**src/rtl/nn_pkg.sv**
```systemverilog
// Shared definitions for the layer scheduler and the PU controller.
//   - 3-bit state encodings for the layer scheduler FSM
//   - default width of one PU output
package nn_pkg;

  localparam int DATA_W_DEF = 8;

  localparam logic [2:0] ST_IDLE  = 3'd0;
  localparam logic [2:0] ST_LOAD  = 3'd1;
  localparam logic [2:0] ST_START = 3'd2;
  localparam logic [2:0] ST_WAIT  = 3'd3;
  localparam logic [2:0] ST_NEXT  = 3'd4;
  localparam logic [2:0] ST_DONE  = 3'd5;

  typedef enum logic [2:0] {
    S_IDLE  = ST_IDLE,
    S_LOAD  = ST_LOAD,
    S_START = ST_START,
    S_WAIT  = ST_WAIT,
    S_NEXT  = ST_NEXT,
    S_DONE  = ST_DONE
  } sched_state_t;

endpackage

```
**src/rtl/sched_lane_tracker.sv**
```systemverilog
// Sticky per-lane completion flags for one batch of PUs.
// Ports:
//   clk, rst        clock, synchronous active-low reset
//   clear           clears all flags (issued together with the PU start)
//   capture_en      high while the scheduler is waiting for results
//   lane_valid      lanes that carry a real neuron in this batch
//   pu_ready        per-PU ready
//   capture         one-cycle strobe per lane: store this lane's output now
//   all_done        every valid lane has been captured (registered flags)
module sched_lane_tracker
  import nn_pkg::*;
#(
  parameter int NUM_PU = 10
) (
  input  logic              clk,
  input  logic              rst,
  input  logic              clear,
  input  logic              capture_en,
  input  logic [NUM_PU-1:0] lane_valid,
  input  logic [NUM_PU-1:0] pu_ready,
  output logic [NUM_PU-1:0] capture,
  output logic              all_done
);

  logic [NUM_PU-1:0] flag_q, flag_d;

  // A flagged lane is never captured again, even if ready stays high.
  always_comb begin
    capture = {NUM_PU{capture_en}} & lane_valid & pu_ready & ~flag_q;
    flag_d  = flag_q;
    if (clear) flag_d = '0;
    else       flag_d = flag_q | capture;
  end

  // Invalid lanes count as done so a partial last batch can finish.
  assign all_done = &(flag_q | ~lane_valid);

  always_ff @(posedge clk) begin
    if (!rst) flag_q <= '0;
    else      flag_q <= flag_d;
  end

endmodule

```
**src/rtl/pu_layer_scheduler.sv**
```systemverilog
// Runs one MLP layer over a shared PU bank, NUM_PU neurons per batch.
// Ports:
//   clk, rst     clock, synchronous active-low reset
//   start        level request, honoured only when idle
//   pu_ready     per-PU ready; pu_out lane i at [i*DATA_W +: DATA_W]
//   pu_start     one-cycle broadcast start
//   batch_idx    current batch, used upstream to steer weight/bias ROMs
//   lane_valid   lane i maps to a neuron inside the layer
//   results      neuron n at [n*DATA_W +: DATA_W]
//   busy, done   not idle / one-cycle completion pulse
//
// state   | meaning
// IDLE    | waiting for start
// LOAD    | ROMs present data for batch_idx (1-cycle read latency)
// START   | pu_start pulse, lane flags cleared
// WAIT    | capture each valid lane once on its ready
// NEXT    | advance batch or finish
// DONE    | done pulse
module pu_layer_scheduler
  import nn_pkg::*;
#(
  parameter int NUM_NEURONS = 30,
  parameter int NUM_PU      = 10,
  parameter int DATA_W      = DATA_W_DEF,
  parameter int BATCH_W     = 4
) (
  input  logic                          clk,
  input  logic                          rst,
  input  logic                          start,
  input  logic [NUM_PU-1:0]             pu_ready,
  input  logic [NUM_PU*DATA_W-1:0]      pu_out,
  output logic                          pu_start,
  output logic [BATCH_W-1:0]            batch_idx,
  output logic [NUM_PU-1:0]             lane_valid,
  output logic [NUM_NEURONS*DATA_W-1:0] results,
  output logic                          busy,
  output logic                          done
);

  localparam int NUM_BATCH = (NUM_NEURONS + NUM_PU - 1) / NUM_PU;
  localparam int LANE_W    = (NUM_PU > 1) ? $clog2(NUM_PU) : 1;
  localparam int IDX_W     = BATCH_W + LANE_W;
  localparam logic [BATCH_W-1:0] LAST_BATCH = BATCH_W'(NUM_BATCH - 1);

  sched_state_t                  state_q, state_d;
  logic [BATCH_W-1:0]            batch_idx_q, batch_idx_d;
  logic [NUM_NEURONS*DATA_W-1:0] results_q, results_d;

  logic [NUM_PU-1:0] capture;
  logic              all_done;
  logic              flags_clear;
  logic              capture_en;
  logic [IDX_W-1:0]  neuron_idx [NUM_PU];

  // Compared one bit wider so NUM_NEURONS == 2**IDX_W cannot wrap.
  always_comb begin
    for (int i = 0; i < NUM_PU; i++) begin
      neuron_idx[i] = IDX_W'(batch_idx_q) * IDX_W'(NUM_PU) + IDX_W'(i);
      lane_valid[i] = {1'b0, neuron_idx[i]} < (IDX_W + 1)'(NUM_NEURONS);
    end
  end

  sched_lane_tracker #(.NUM_PU(NUM_PU)) u_tracker (
    .clk        (clk),
    .rst        (rst),
    .clear      (flags_clear),
    .capture_en (capture_en),
    .lane_valid (lane_valid),
    .pu_ready   (pu_ready),
    .capture    (capture),
    .all_done   (all_done)
  );

  always_comb begin
    state_d     = state_q;
    batch_idx_d = batch_idx_q;
    pu_start    = 1'b0;
    done        = 1'b0;
    flags_clear = 1'b0;
    capture_en  = 1'b0;
    busy        = (state_q != S_IDLE);
    unique case (state_q)
      S_IDLE: begin
        if (start) begin
          state_d     = S_LOAD;
          batch_idx_d = '0;
        end
      end
      S_LOAD:  state_d = S_START;
      S_START: begin
        pu_start    = 1'b1;
        flags_clear = 1'b1;
        state_d     = S_WAIT;
      end
      S_WAIT: begin
        capture_en = 1'b1;
        if (all_done) state_d = S_NEXT;
      end
      S_NEXT: begin
        if (batch_idx_q == LAST_BATCH) begin
          state_d = S_DONE;
        end else begin
          batch_idx_d = batch_idx_q + 1'b1;
          state_d     = S_LOAD;
        end
      end
      S_DONE: begin
        done    = 1'b1;
        state_d = S_IDLE;
      end
      default: state_d = S_IDLE;
    endcase
  end

  // Neuron n always comes from lane n%NUM_PU in batch n/NUM_PU, so each
  // result slot decodes its own write enable without an index adder.
  always_comb begin
    results_d = results_q;
    for (int n = 0; n < NUM_NEURONS; n++) begin
      if (capture[n % NUM_PU] && (batch_idx_q == BATCH_W'(n / NUM_PU)))
        results_d[n*DATA_W +: DATA_W] = pu_out[(n % NUM_PU)*DATA_W +: DATA_W];
    end
  end

  always_ff @(posedge clk) begin
    if (!rst) begin
      state_q     <= S_IDLE;
      batch_idx_q <= '0;
      results_q   <= '0;
    end else begin
      state_q     <= state_d;
      batch_idx_q <= batch_idx_d;
      results_q   <= results_d;
    end
  end

  assign batch_idx = batch_idx_q;
  assign results   = results_q;

endmodule

```
**config.mk**
```make
export PLATFORM = sky130hd
export DESIGN_NAME = pu_layer_scheduler
export DESIGN_NICKNAME = d
export VERILOG_FILES = /design/src/rtl/nn_pkg.sv /design/src/rtl/sched_lane_tracker.sv /design/src/rtl/pu_layer_scheduler.sv
export SDC_FILE = /design/constraint.sdc
export NUM_CORES = 1
export LEC_CHECK = 0
export BUFFER_PORTS_ARGS = -buffer_cell sky130_fd_sc_hd__buf_4
export CAP_MARGIN = 20
export CORE_MARGIN = 4
export CORE_UTILIZATION = 50
export DETAILED_ROUTE_END_ITERATION = 10
export PLACE_DENSITY = 0.77
export SYNTH_ARGS = -nofsm -noshare
export SYNTH_HDL_FRONTEND = slang
export SYNTH_SLANG_ARGS = --single-unit
```
**constraint.sdc**
```tcl
create_clock -name clk -period 3.5 [get_ports clk]
set_clock_uncertainty 0.2 [all_clocks]
set_input_delay 0 -clock clk [delete_from_list [all_inputs] [get_ports clk]]
set_output_delay 0 -clock clk [all_outputs]
set_load 0.01 [all_outputs]
```
==> impl_metrics.ini <==
[synth]
synth_nets = 1159
async_flop_share_pct = 0
ys_seq_area_share_pct = 50.32
yosys.cell_types.count = 55
synth_top_area_share_pct = 50.32
synth_area_leader_cell = dfxtp_1
synthTopCellsByArea = dfxtp_1 (50%), mux2i_1 (21%), nand2_1 (10%), clkbuf_1 (1.9%), a21oi_1 (1.9%)
synth_edf_count = 0
ys_warn_count = 0
syn_avg_cell_area_um2 = 9.683
synth_area_um2 = 10220
synth-seq-cells = 257
syn_inst = 1056
ys_dominant_reg_cell = dfxtp_1

[critical_path]
crit_path_max_incr_delay_ns = 0.45
worst_r2r_path_depth = 9
worstSetupEndpoint = lane_valid[7]
cp_cell_sequence = ha_1 > ha_1 > ha_1 > nor2b_1 > nand3_2 > a211oi_2 > buf_4
cp_common_cell = ha_1
crit_buf_inv = 1
crit_cells = 7
reg2reg_slack_ns = 0.24
crit_slowest_cell = ha_1
cp_top_family = adder cells
critPathLaunchType = flip-flop
worstReg2RegEnd = results[214]$_SDFFE_PN0P_
worstPathArrival_ns = 3.06
worstSetupPathType = flip-flop to output port
crit_fanout = 10
required_ns = 3.30
cp-startpoint = batch_idx[3]$_SDFFE_PN0P_
cp-end-kind = output port
r2r_start = batch_idx[3]$_SDFFE_PN0P_

[global_route]
grt_overflow = 0
track_usage_pct = 26.37
grt_max_degree = 172
grt_pass1_wl_um = 48160
antenna_found_initial = 0
grt_pass1_vias = 9000

[final_layout]
final_util_pct = 74.29
fin_nets = 1592
final_layout_size_suffix_gt1_share_pct = 30.13
synthToLayoutAreaGrowth_pct = 46.54
antenna_cells_inserted = 0

[route]
via_count = 9225
ant_nets = 0
firstDrtPassIters = 5
wirelength_um = 31860
drc_errors = 0
viasPerCell = 5.183
drt_iter0_markers = 356
wl_per_cell_um = 17.90

[clock_network]
cts_tree = done
clk_latency_ns = 0.53
numCtsBuffers = 27
clkTransAtPathRegs_ns = 0.06
cts-root-buf = clkbuf_16
cts_num_sinks = 257
htreeDepth = 1
clockBufferDepth = 3

[timing]
whs_ns = 0.08316
maxSlewHeadroom_pct = 41.85
setup_viol = 0
drv_slew = 0
hold_viol_final = 0
min_period_ns = 3.259
fin_ws_ns = 0.2414
worst_slew_pin_slew_ns = 0.8722
rsz0062_at_grt = true
min_period_over_period_pct = 93.10
fmaxAchievable_mhz = 306.9

[floorplanning]
io_pins = 350
fp.dieH_um = 151
core.rowCount = 52
die-area_um2 = 22800
core_area_um2 = 20170
die_w_um = 151
start_util_pct = 50.69

[worst_hold_path]
hold_path_class = input port to flip-flop

[placed_design]
portBuffers = 349
dp_hpwl_um = 21450
pre_cts_ws_ns = 0.08762
gp_congestion = 0.9024

[run]
drv_cap = 0

[pwr]
ir_drop_uv = 360.2
p_leak_nw = 6.695
p_clk_share_pct = 43.9
p_comb_share_pct = 9.4
power_frac_seq_pct = 46.7
p_sw_share_pct = 24.15
power.switching_mw = 1.547
intPower_mw = 4.859
powerDensity_nw_per_um2 = 427.5

[run_status]
status = complete, no violations
## layout make-up
cell class	instances	area, um^2
inverter	4	15.01
timing repair buffer	468	3785
clock buffer	38	777.0
fill	1462	5186
sequential	257	5146
tap	270	337.8
clock inverter	12	93.84
multi-input combinational	731	4828
## worst min path at each step
stage / start / endpoint / slack, ns / depth (start not counted)
2_1_floorplan: pu_ready[1] / u_tracker.flag_q[1]$_SDFF_PP0_ / -0.06 / 2
6_report: pu_out[48] / results[128]$_SDFFE_PN0P_ / 0.08 / 4
3_5_place_dp: pu_ready[4] / u_tracker.flag_q[4]$_SDFF_PP0_ / 0.04 / 3
3_3_place_gp: pu_ready[6] / u_tracker.flag_q[6]$_SDFF_PP0_ / 0.03 / 3
5_1_grt: pu_out[48] / results[208]$_SDFFE_PN0P_ / 0.08 / 4
4_1_cts: pu_ready[5] / u_tracker.flag_q[5]$_SDFF_PP0_ / 0.07 / 4
## synthesized netlist by cell type (all sizes together), types with 2 or more instances
library cell	number
nand4	4
nand3b	3
o21ai	25
a211oi	3
nand3	36
xnor2	4
nor3b	4
ha	10
nand2b	5
a311o	2
inv	3
mux2i	217
clkbuf	52
buf	12
nor3	7
and4b	2
a21oi	38
and3	4
nand2	276
xor2	3
nor2	53
a2111oi	4
nand4b	4
dfxtp	257
nor2b	6
a311oi	3
## cells by family after synthesis
kind of cell	synth area share [%]
AO/OA/AOI/OAI	5.996
XOR/XNOR	0.6731
adder cells (fa/ha/maj)	1.224
buffers and inverters	2.827
flip-flops	50.32
multiplexers	21.24
AND/OR/NAND/NOR	17.72
## power by group through the flow
stage / Combinational (mW) / Sequential (mW) / Clock, mW
floorplan: 0.268 / 3.06 / 0
global placement: 0.500 / 3.05 / 0
detailed placement: 0.506 / 3.05 / 0
CTS: 0.594 / 2.99 / 2.85
global route: 0.647 / 2.99 / 2.97
finish: 0.602 / 2.99 / 2.81
## metal layers
layer / track usage [%] / up-vias / routed length [um]
met4: 10.06 / 0 / 1421
met2: 44.99 / 338 / 15490
met3: 6.762 / 89 / 2342
li1: - / 4451 / -
met5: 0 / - / 0
met1: 32.00 / 4347 / 12600
## state kept, by name, summed over array words and instances (netlist names)
register and count:
batch_idx 4, state_q 3, u_tracker.flag_q 10, results 240
## cell usage in the layout (no fill, tap or decap), types with 7 or more instances in the layout
cell type      instances
mux2i_1              217
nand2_1              276
ha_1                  10
clkinv_2               8
nand3_1               33
nor2_2                 7
a21oi_1               38
nor2_1                46
dlygate4sd3_1         92
o21ai_1                8
buf_4                372
o21ai_0               17
clkbuf_16             27
dfxtp_1              256
## through the flow
| stage | TNS [ns] | power (mW) | std cells | instance area (um^2) |
|---|---|---|---|---|
| after floorplan | 0 | 3.328 | 1056 | 10220 |
| after global routing | -0.03417 | 6.610 | 1780 | 14980 |
| after global placement | 0 | 3.554 | 1634 | 13110 |
| final | 0 | 6.405 | 1780 | 14980 |
| after detailed placement | 0 | 3.561 | 1634 | 13110 |
| after CTS | 0 | 6.432 | 1776 | 14910 |
## timing repair
action	CTS	global route
hold buffers	92	0
setup buffers	0	4
endpoints found under the hold margin	255	0
gates resized for setup	1	6
pin swaps	0	3
setup endpoints to repair	2	151
## tightest hold or removal path, stage by stage
cell and delay [ns]:
dlygate4sd3_1 0.52, buf_4 0.11, mux2i_1 0.06, nor2_1 0.07
(Power assumes the default switching activity.)
